$ cat config.mk
export PLATFORM = sky130hd
export DESIGN_NAME = tcam_pipelined
export DESIGN_NICKNAME = d
export VERILOG_FILES = /design/src/rtl/tcam_pipelined.sv
export SDC_FILE = /design/constraint.sdc
export NUM_CORES = 1
export LEC_CHECK = 0
export CORE_MARGIN = 3
export CORE_UTILIZATION = 30
export DETAILED_ROUTE_END_ITERATION = 8
export SLEW_MARGIN = 20
export SYNTH_ARGS = -nofsm -noshare
export SYNTH_HDL_FRONTEND = slang
export SYNTH_SLANG_ARGS = --single-unit
$ cat constraint.sdc
create_clock -name clk -period 10.75 [get_ports clk]
set_clock_uncertainty 0.05 [all_clocks]
set_input_delay 1.075 -clock clk [delete_from_list [all_inputs] [get_ports clk]]
set_output_delay 1.075 -clock clk [all_outputs]
set_load 0.05 [all_outputs]
$ cat src/rtl/tcam_pipelined.sv
// Ternary CAM with per-entry valid bits, single-cycle flush and a two-stage
// lookup pipeline (match capture, then priority encode + popcount).
module tcam_pipelined #(
  parameter int WIDTH = 16,
  parameter int DEPTH = 16,
  localparam int AW = (DEPTH > 1) ? $clog2(DEPTH) : 1,
  localparam int CW = $clog2(DEPTH + 1)
) (
  input  logic             clk,
  input  logic             reset,
  input  logic             wr_en,
  input  logic [AW-1:0]    wr_addr,
  input  logic [WIDTH-1:0] wr_data,
  input  logic [WIDTH-1:0] wr_mask,
  input  logic             wr_valid,
  input  logic             flush,
  input  logic             lk_req,
  input  logic [WIDTH-1:0] lk_key,
  output logic             lk_done,
  output logic             lk_hit,
  output logic [AW-1:0]    lk_addr,
  output logic             lk_multi,
  output logic [CW-1:0]    lk_count
);

  localparam logic [AW:0] DEPTH_LIM = (AW + 1)'(DEPTH);

  logic [WIDTH-1:0] data_q [DEPTH];
  logic [WIDTH-1:0] mask_q [DEPTH];
  logic [DEPTH-1:0] valid_q;
  logic [DEPTH-1:0] match_now;
  logic [DEPTH-1:0] match_q;
  logic             s1_valid;
  logic [AW-1:0]    enc_addr;
  logic [CW-1:0]    enc_count;

  // Compare against the contents as they stand before this edge's write/flush.
  always_comb begin
    match_now = '0;
    for (int i = 0; i < DEPTH; i++) begin
      match_now[i] = valid_q[i] && (((data_q[i] ^ lk_key) & ~mask_q[i]) == '0);
    end
  end

  // Flush overrides a same-cycle write; data and mask survive reset and flush.
  always_ff @(posedge clk) begin
    if (reset) begin
      valid_q <= '0;
    end else if (flush) begin
      valid_q <= '0;
    end else if (wr_en && ({1'b0, wr_addr} < DEPTH_LIM)) begin
      data_q[wr_addr]  <= wr_data;
      mask_q[wr_addr]  <= wr_mask;
      valid_q[wr_addr] <= wr_valid;
    end
  end

  always_ff @(posedge clk) begin
    if (reset) begin
      s1_valid <= 1'b0;
      match_q  <= '0;
    end else begin
      s1_valid <= lk_req;
      match_q  <= lk_req ? match_now : '0;
    end
  end

  // Descending scan so the lowest matching index is the last one assigned.
  always_comb begin
    enc_addr  = '0;
    enc_count = '0;
    for (int i = DEPTH - 1; i >= 0; i--) begin
      if (match_q[i]) begin
        enc_addr = AW'(i);
      end
      enc_count = enc_count + CW'(match_q[i]);
    end
  end

  always_ff @(posedge clk) begin
    if (reset || !s1_valid) begin
      lk_done  <= 1'b0;
      lk_hit   <= 1'b0;
      lk_addr  <= '0;
      lk_multi <= 1'b0;
      lk_count <= '0;
    end else begin
      lk_done  <= 1'b1;
      lk_hit   <= |match_q;
      lk_addr  <= enc_addr;
      lk_multi <= (enc_count >= CW'(2));
      lk_count <= enc_count;
    end
  end

endmodule

==> impl_results.md, run 1 <==
* Run status: finished, final reports clean
* Resized cells post-CTS at 0
* Syn Inst Count at 1,219
* Vias per cell at 4.63
* TritonCTS Sinks at 557
* Most frequent cells in the layout: edfxtp_1 (512), xnor2_1 (257), o22ai_1 (100)
* Number of global-route vias before repair at 10,629
* Hold_buf cts at 0
* Static Leak at 7.23 nW
* Area of the mapped netlist at 21,000 sq um
* Post-CTS Setup Bufs at 0
* Crit path required time at 11.17 ns
* GRT Residual Overflow at 0
* Post-route setup slack at 6.90 ns
* CTS clk-pin slew, worst paths at 0.06 ns
* DRT met1 WL at 21.3 mm
* Total GRT Usage at 0.131
* Synth cell types at 41
* Placer congestion estimate at 0.792
* WL final at 48.5 mm
* Hpwl dp at 29.6 mm
* Initial DRT Pass Iterations at 5
* Max frequency at 260 MHz
* Top-level I/O count at 70
* H-tree levels at 2
* Critical Path Fanout Max at 3
* Global-route wire length before repair at 71.0 mm
* Hold Crit Class: flip-flop to flip-flop
* Design area at 24,500 sq um
* # nets final at 1,390
* DIE AREA at 73,300 sq um
* Clk_lat worst skew at 0.60 ns
* Max VDD drop at 108 uV
* Top routing layer used: met4
* PwrDens at 177 nW/um^2
* MaxCap Viol Count at 0
* Per-cell routed wire length at 21.2 microns
* FP Rows at 96
* CTS tree: yes
* DRC viols at 0
* Post-route setup TNS at 0 ns
* Final Core Density at 0.356
* Die Ht at 271 microns
* Layout cells sized above 1 at 0.0840
* Final Setup Violations at 0
* Initial Utilization at 0.305
* Largest net degree at the start of global routing at 33
* Clock buffer depth at 3
* Sequential element share of the synthesized area at 0.774
* Worst slew pin tran at 1.13 ns
* R2R cell count at 12
* Synth Flop Type: edfxtp_1
* CP endpoint: lk_multi
* Final hold vios at 0
* Post-Place Worst Slack at 6.90 ns
* Synthesized Nets at 1,293
* Synthesized area per cell at 17.2 sq um
* CP Launch Type: flip-flop
* Worst slew margin at 0.244
* Post-synth EDFFs at 512
* WL met2 at 23.7 mm
* Area after DPL at 22,900 sq um
* Cts bufs inserted at 54
* Antenna Violating Nets Remaining at 0
* Period utilisation layout at 0.358
* Asr flop ratio synth at 0
* Starting DRT DRC Count at 827
* Via count at 10,591
* Clock period minus worst slack at 3.85 ns
* Die width at 271 microns
* Area Overhead vs Synth at 16.8%
* Met3 Wirelength at 2.45 mm
* Worst r2r dst: lk_multi
* Synthesis-stage register bit count at 557
* R2r startpoint: match_q[5]
* Yosys warnings at 0
* IO Port Bufs at 69
* Overall Power at 4.35 mW
* CP Launch Point: match_q[5]
* Element type at the critical path end: flip-flop
* R2r setup slk at 6.90 ns
* Initial antenna violation count at 2
* Slew Viols, Final at 0
* Core Region at 68,900 sq um
* Clk root buf: clkbuf_16
* RSZ-0062 raised after global routing: no
* CP Class: flip-flop to flip-flop
* Critical Path AT at 4.27 ns
* Leading cell type in the layout, fill and taps excluded: edfxtp_1
-- through the flow --
step	hold WS [ns]	instances
after floorplan	0.371	1219
after global placement	0.406	2190
after detailed placement	0.410	2190
after CTS	0.417	2287
after global routing	0.456	2288
final	0.418	2289
-- layer usage --
layer,GRT usage,vias to the layer above
met3,0.0221,65
met1,0.177,5469
met5,0,-
met2,0.218,260
li1,-,4797
met4,0.0383,0
-- cell type report --
cell class / count / area [sq um]
Inverter: 26 / 97.6
Multi-Input combinational cell: 593 / 4540
Antenna cell: 1 / 2.50
Tap cell: 931 / 1160
Timing Repair Buffer: 84 / 816
Fill cell: 6491 / 44400
Sequential cell: 557 / 16300
Clock buffer: 76 / 1500
Clock inverter: 21 / 149
-- cell usage after synthesis, types with 13 or more instances --
cell / instances / area (sq um)
nor4_1: 14 / 87.6
xnor2_1: 257 / 2250
buf_2: 28 / 140
inv_1: 26 / 97.6
nor2_1: 70 / 263
nand2_1: 17 / 63.8
o2111ai_1: 16 / 140
o22ai_1: 100 / 626
edfxtp_1: 512 / 15400
o21ai_0: 13 / 65.1
dfxtp_1: 45 / 901
a21oi_1: 17 / 85.1
-- worst min path at each step --
stage	startpoint	end	slack (ns)	cells after the start
floorplan	match_q[0]	lk_addr[0]	0.37	1
global placement	match_q[0]	lk_addr[0]	0.41	1
detailed placement	match_q[0]	lk_addr[0]	0.41	1
CTS	match_q[0]	lk_addr[0]	0.42	1
global route	match_q[0]	lk_addr[0]	0.46	1
finish	match_q[0]	lk_addr[0]	0.42	1
-- state kept, by name, indices dropped and copies added, names as in the netlist --
register,flops
s1_valid,1
mask_q,256
match_q,16
lk_hit,1
lk_count,5
data_q,256
lk_multi,1
valid_q,16
lk_addr,4
lk_done,1
-- power breakdown --
group / switching, mW / internal, mW / total, mW
logic: 0.121 / 0.0696 / 0.191
clock network: 0.780 / 0.991 / 1.77
registers: 0.00443 / 2.38 / 2.38
total: 0.906 / 3.44 / 4.35
-- kinds of logic (layout without fill, tap and decap cells) --
| kind of cell | count (synthesis) | after routing | share of synthesized area |
|---|---|---|---|
| flops | 557 | 557 | 0.774 |
| xor+xnor | 258 | 258 | 0.108 |
| compound gates | 180 | 180 | 0.0566 |
| simple gates | 135 | 135 | 0.0311 |
| buf+inv | 69 | 207 | 0.0154 |
| fa+ha+maj | 16 | 16 | 0.0131 |
| mux | 4 | 4 | 0.00191 |
| other cells | 0 | 1 | 0 |
-- worst max-delay path: stages (launching register included) --
cell and delay [ns]:
dfxtp_1 0.36, inv_1 0.09, fa_1 0.51, fa_1 0.54, fa_1 0.44, fa_1 0.50
inv_1 0.04, ha_1 0.20, fa_1 0.48, xnor2_1 0.24, nand2b_1 0.08, o31ai_1 0.07
a31oi_1 0.11
Power figures use the tool's default switching activity.
==> inputs of run 2 (changes only) <==
Clock period 10.75 ns to 3.55 ns, I/O delays scaled along.
==> run 2 against run 1 <==
Sequential cell count is the same. Power grew to 3.0 times the previous value. Final area grew 1.4%. Largest cell class unchanged.
==> impl_results.md, run 2 (synthesized netlist as in run 1, its figures left out) <==
* Run status: finished, final reports clean
* Clock buffer depth at 3
* Hold Crit Class: flip-flop to flip-flop
* FP Rows at 96
* Worst slew pin tran at 0.942 ns
* Final hold vios at 0
* Met3 Wirelength at 2.86 mm
* Die width at 271 microns
* Biggest regs: data_q x256, mask_q x256
* CP max stage cell: fa_1
* Max VDD drop at 343 uV
* DRT met1 WL at 20.9 mm
* FILL cells at 6,535
* Most frequent cells in the layout: edfxtp_1 (512), xnor2_1 (256), o22ai_1 (100)
* Worst slew margin at 0.370
* Initial Utilization at 0.305
* Static Leak at 7.44 nW
* Clk root buf: clkbuf_16
* RSZ-0062 raised after global routing: yes
* CP Class: flip-flop to flip-flop
* Layout cells sized above 1 at 0.114
* Per-cell routed wire length at 20.4 microns
* Hpwl dp at 30.0 mm
* Leading cell type in the layout, fill and taps excluded: edfxtp_1
* GRT Residual Overflow at 0
* TritonCTS Sinks at 557
* Area Overhead vs Synth at 18.4%
* Max frequency at 285 MHz
* Overall Power at 13.2 mW
* Placer congestion estimate at 0.770
* Vias per cell at 4.59
* Worst-path cell chain: inv_2 > fa_1 > fa_1 > fa_2 > fa_1 > inv_1 > ha_2 > fa_2 > xnor2_2 > nand2b_1 > o31ai_1 > a31oi_1
* Largest net degree at the start of global routing at 33
* Core Region at 68,900 sq um
* # nets final at 1,430
* Initial DRT Pass Iterations at 5
* CP Launch Type: flip-flop
* Clock period minus worst slack at 3.51 ns
* Seq. cell area at 16,300 sq um
* Global-route wire length before repair at 70.2 mm
* WL met2 at 22.8 mm
* Initial antenna violation count at 0
* Crit path required time at 3.98 ns
* Critical Path AT at 3.93 ns
* DIE AREA at 73,300 sq um
* Element type at the critical path end: flip-flop
* CTS clk-pin slew, worst paths at 0.06 ns
* Top routing layer used: met4
* Number of global-route vias before repair at 10,576
* Starting DRT DRC Count at 1,014
* Critical Path Fanout Max at 3
* Final Core Density at 0.361
* MaxCap Viol Count at 0
* Antenna Violating Nets Remaining at 0
* Footprint of the multi-input gates at 4560 sq um
* Die Ht at 271 microns
* H-tree levels at 2
* IO Port Bufs at 69
* CTS tree: yes
* Final Setup Violations at 0
* Top-level I/O count at 70
* Cts bufs inserted at 54
* Slew Viols, Final at 0
* PwrDens at 530 nW/um^2
* Clk_lat worst skew at 0.61 ns
* DRC viols at 0
* Period utilisation layout at 0.988
* Crit-path most repeated cell: fa_1
* Post-route setup TNS at 0 ns
* Via count at 10,684
* WL final at 47.5 mm
* Total GRT Usage at 0.129
* CP max stage delay at 0.56 ns
run 2: changes by cell type in the layout (fill, tap and decap cells not counted), moves of 4 or more:
| cell | change |
|---|---|
| dfxtp_1 | -5 |
| clkinv_1 | +8 |
| clkbuf_8 | -4 |
| dfxtp_2 | +5 |
| buf_4 | +38 |
| clkinv_2 | -4 |
run 2: power breakdown:
part	internal [mW]	switching [mW]	leakage, nW
combinational	0.219	0.359	1.67
sequential	7.20	0.0130	4.97
clock	3.02	2.38	0.790
run 2: area by class of cell:
class | instances | share of cell area
flip-flops and latches | 557 | 0.654
clock inverters | 28 | 0.00945
multi-input cells | 593 | 0.183
repair buffers | 124 | 0.0459
well taps | 931 | 0.0468
inverters | 26 | 0.00392
diodes | 1 | 0.000101
clock buffers | 69 | 0.0566
run 2: per-layer routing:
| layer | GRT usage | vias up |
|---|---|---|
| met1 | 0.179 | 5432 |
| met2 | 0.211 | 308 |
| li1 | - | 4882 |
| met5 | 0 | - |
| met4 | 0.0329 | 0 |
| met3 | 0.0199 | 62 |
run 2: worst max-delay path: cells and delay by family (launching register included):
| family | cells | cell delay (ns) |
|---|---|---|
| flip-flops | 1 | 0.33 |
| XOR/XNOR | 1 | 0.15 |
| AND/OR/NAND/NOR | 1 | 0.07 |
| AO/OA/AOI/OAI | 2 | 0.16 |
| adder cells (fa/ha/maj) | 6 | 2.57 |
| buffers and inverters | 2 | 0.08 |
run 2: repair_timing:
| action | CTS | global route |
|---|---|---|
| setup buffers | 1 | 1 |
| pin swaps | 7 | 4 |
| setup endpoints to repair | 1 | 3 |
| resized for setup | 5 | 5 |
| cloned | 0 | 0 |
| hold buffers | 0 | 0 |
run 2: worst paths after layout:
check,from,end,slack [ns],cells past startpoint
hold reg to reg,valid_q[15],valid_q[15],0.43,2
setup / recovery,match_q[1],lk_multi,0.04,12
setup reg to reg,match_q[1],lk_multi,0.04,12
hold / removal,valid_q[15],valid_q[15],0.43,2
run 2: through the flow:
stage | hold WS [ns] | std cells | setup WS (ns) | instance area (sq um)
3_3_place_gp | 0.421 | 2229 | -0.0289 | 23200
4_1_cts | 0.435 | 2327 | 0.000274 | 24900
3_5_place_dp | 0.410 | 2229 | -0.0820 | 23200
2_1_floorplan | 0.371 | 1219 | 0.0197 | 21000
5_1_grt | 0.450 | 2328 | -0.0965 | 24900
6_report | 0.435 | 2329 | 0.0431 | 24900
==> inputs of run 3 (changes only) <==
Settings changed: SETUP_SLACK_MARGIN set to 0.1, SLEW_MARGIN 20 to unset.
==> run 3 against run 2 <==
The run now ends with negative setup slack left. Die area stayed put. Final area is 0.43% higher. Final cell count is 0.39% lower. Clock power is 4.6% higher. Global-route usage hardly changed. Sequential share of layout area is 0.28 points lower. Maximum frequency is 1.7% lower. Critical endpoint unchanged.
==> impl_results.md, run 3 (synthesized netlist as in run 1, its figures left out) <==
* Clock buffer depth at 3
* Crit path required time at 3.98 ns
* Number of global-route vias before repair at 10,596
* Die Ht at 271 microns
* Area after DPL at 23,200 sq um
* CTS clk-pin slew, worst paths at 0.06 ns
* CTS tree: yes
* Core Region at 68,900 sq um
* Initial DRT Pass Iterations at 4
* Vias per cell at 4.54
* Antenna Violating Nets Remaining at 0
* Leading cell type in the layout, fill and taps excluded: edfxtp_1
* RSZ-0062 raised after global routing: yes
* Die width at 271 microns
* Clk root buf: clkbuf_16
* Critical Path AT at 4.00 ns
* H-tree levels at 2
* Period utilisation layout at 1.01
* R2r setup slk at -0.02 ns
* Top-level I/O count at 70
* Worst slew pin tran at 1.11 ns
* Global-route wire length before repair at 70.0 mm
* GRT Residual Overflow at 0
* Failing checks: negative setup slack
* Design area at 25,000 sq um
* Area Overhead vs Synth at 18.9%
* Static Leak at 7.46 nW
* Run status: finished with violations
* Fraction of power spent switching nets at 0.208
* DIE AREA at 73,300 sq um
* Clock period minus worst slack at 3.57 ns
* Layout cells sized above 1 at 0.122
* Worst slew margin at 0.258
* Min Hold Slack at 0.433 ns
* Hold Crit Class: flip-flop to flip-flop
* PwrDens at 538 nW/um^2
* Psw at 2.80 mW
* Max frequency at 280 MHz
* Largest net degree at the start of global routing at 33
* Slew Viols, Final at 0
* Placer congestion estimate at 0.821
* Post-route setup slack at -0.0180 ns
* Final Setup Violations at 1
* CP Launch Type: flip-flop
* Per-cell routed wire length at 20.6 microns
* Cts bufs inserted at 53
* Via count at 10,527
* Initial Utilization at 0.305
* Overall Power at 13.5 mW
* Clk_lat worst skew at 0.61 ns
* Hold_buf cts at 0
* Antenna cell count at 0
* Critical Path Fanout Max at 3
* IO Port Bufs at 69
* P_int at 10.7 mW
* Biggest regs: data_q x256, mask_q x256
* FP Rows at 96
* Total GRT Usage at 0.129
* Initial antenna violation count at 1
* CP Class: flip-flop to flip-flop
* Combinational share of power at 0.043
* MaxCap Viol Count at 0
* Most frequent cells in the layout: edfxtp_1 (512), xnor2_1 (256), o22ai_1 (100)
* Sequential power share at 0.536
* DRC viols at 0
* TritonCTS Sinks at 557
* Starting DRT DRC Count at 721
* Hpwl dp at 30.3 mm
* Post-route setup TNS at -0.0180 ns
* Max VDD drop at 355 uV
* Clock share of power at 0.420
* Final hold vios at 0
* WL final at 47.8 mm
* # nets final at 1,419
* Element type at the critical path end: flip-flop
run 3: cell type report:
| type | instances | area (sq um) |
|---|---|---|
| Clock buffer | 63 | 1390 |
| Timing Repair Buffer | 114 | 1140 |
| Multi-Input combinational cell | 593 | 4570 |
| Clock inverter | 36 | 354 |
| Tap cell | 931 | 1160 |
| Fill cell | 6506 | 44000 |
| Inverter | 26 | 97.6 |
| Sequential cell | 557 | 16300 |
run 3: per-layer routing:
layer	GRT usage	part of all wire	vias up
li1	-	-	4860
met1	0.174	0.44	5380
met2	0.213	0.48	223
met3	0.0245	0.053	64
met4	0.0358	0.021	0
met5	0	0	-
run 3: timing repair:
item                                    4_1_cts  5_1_grt
setup buffers                                 0        3
endpoints found under the setup margin        2        3
gates cloned                                  0        0
endpoints found under the hold margin         0        0
gates resized for setup                       7       11
pin swaps                                     1        8
run 3: worst max-delay path, cell delays in order, from the launching register on:
cell	delay, ns
dfxtp_2	0.33
inv_2	0.04
fa_1	0.51
fa_1	0.55
fa_2	0.45
fa_2	0.54
inv_2	0.04
ha_4	0.15
fa_2	0.38
xnor2_2	0.15
nand2b_1	0.07
o31ai_1	0.06
a31oi_1	0.10
run 3: through the flow:
step | std cells | util | setup WS, ns
2_1_floorplan | 1219 | - | 0.109
3_3_place_gp | 2218 | 0.337 | 0.0412
3_5_place_dp | 2218 | 0.337 | -0.0143
4_1_cts | 2317 | 0.362 | 0.0173
5_1_grt | 2320 | 0.363 | -0.118
6_report | 2320 | 0.363 | -0.0180
run 3: final timing paths:
check | from | endpoint | depth (start not counted)
max | match_q[0] | lk_multi | 12
min reg2reg | valid_q[3] | valid_q[3] | 2
min | valid_q[3] | valid_q[3] | 2
max reg2reg | match_q[0] | lk_multi | 12
run 3: power groups by stage:
stage | Sequential [mW] | Combinational [mW] | Clock (mW)
6_report | 7.22 | 0.585 | 5.65
3_3_place_gp | 7.35 | 0.590 | 0
2_1_floorplan | 7.35 | 0.291 | 0
3_5_place_dp | 7.36 | 0.597 | 0
4_1_cts | 7.22 | 0.600 | 5.77
5_1_grt | 7.21 | 0.632 | 6.04
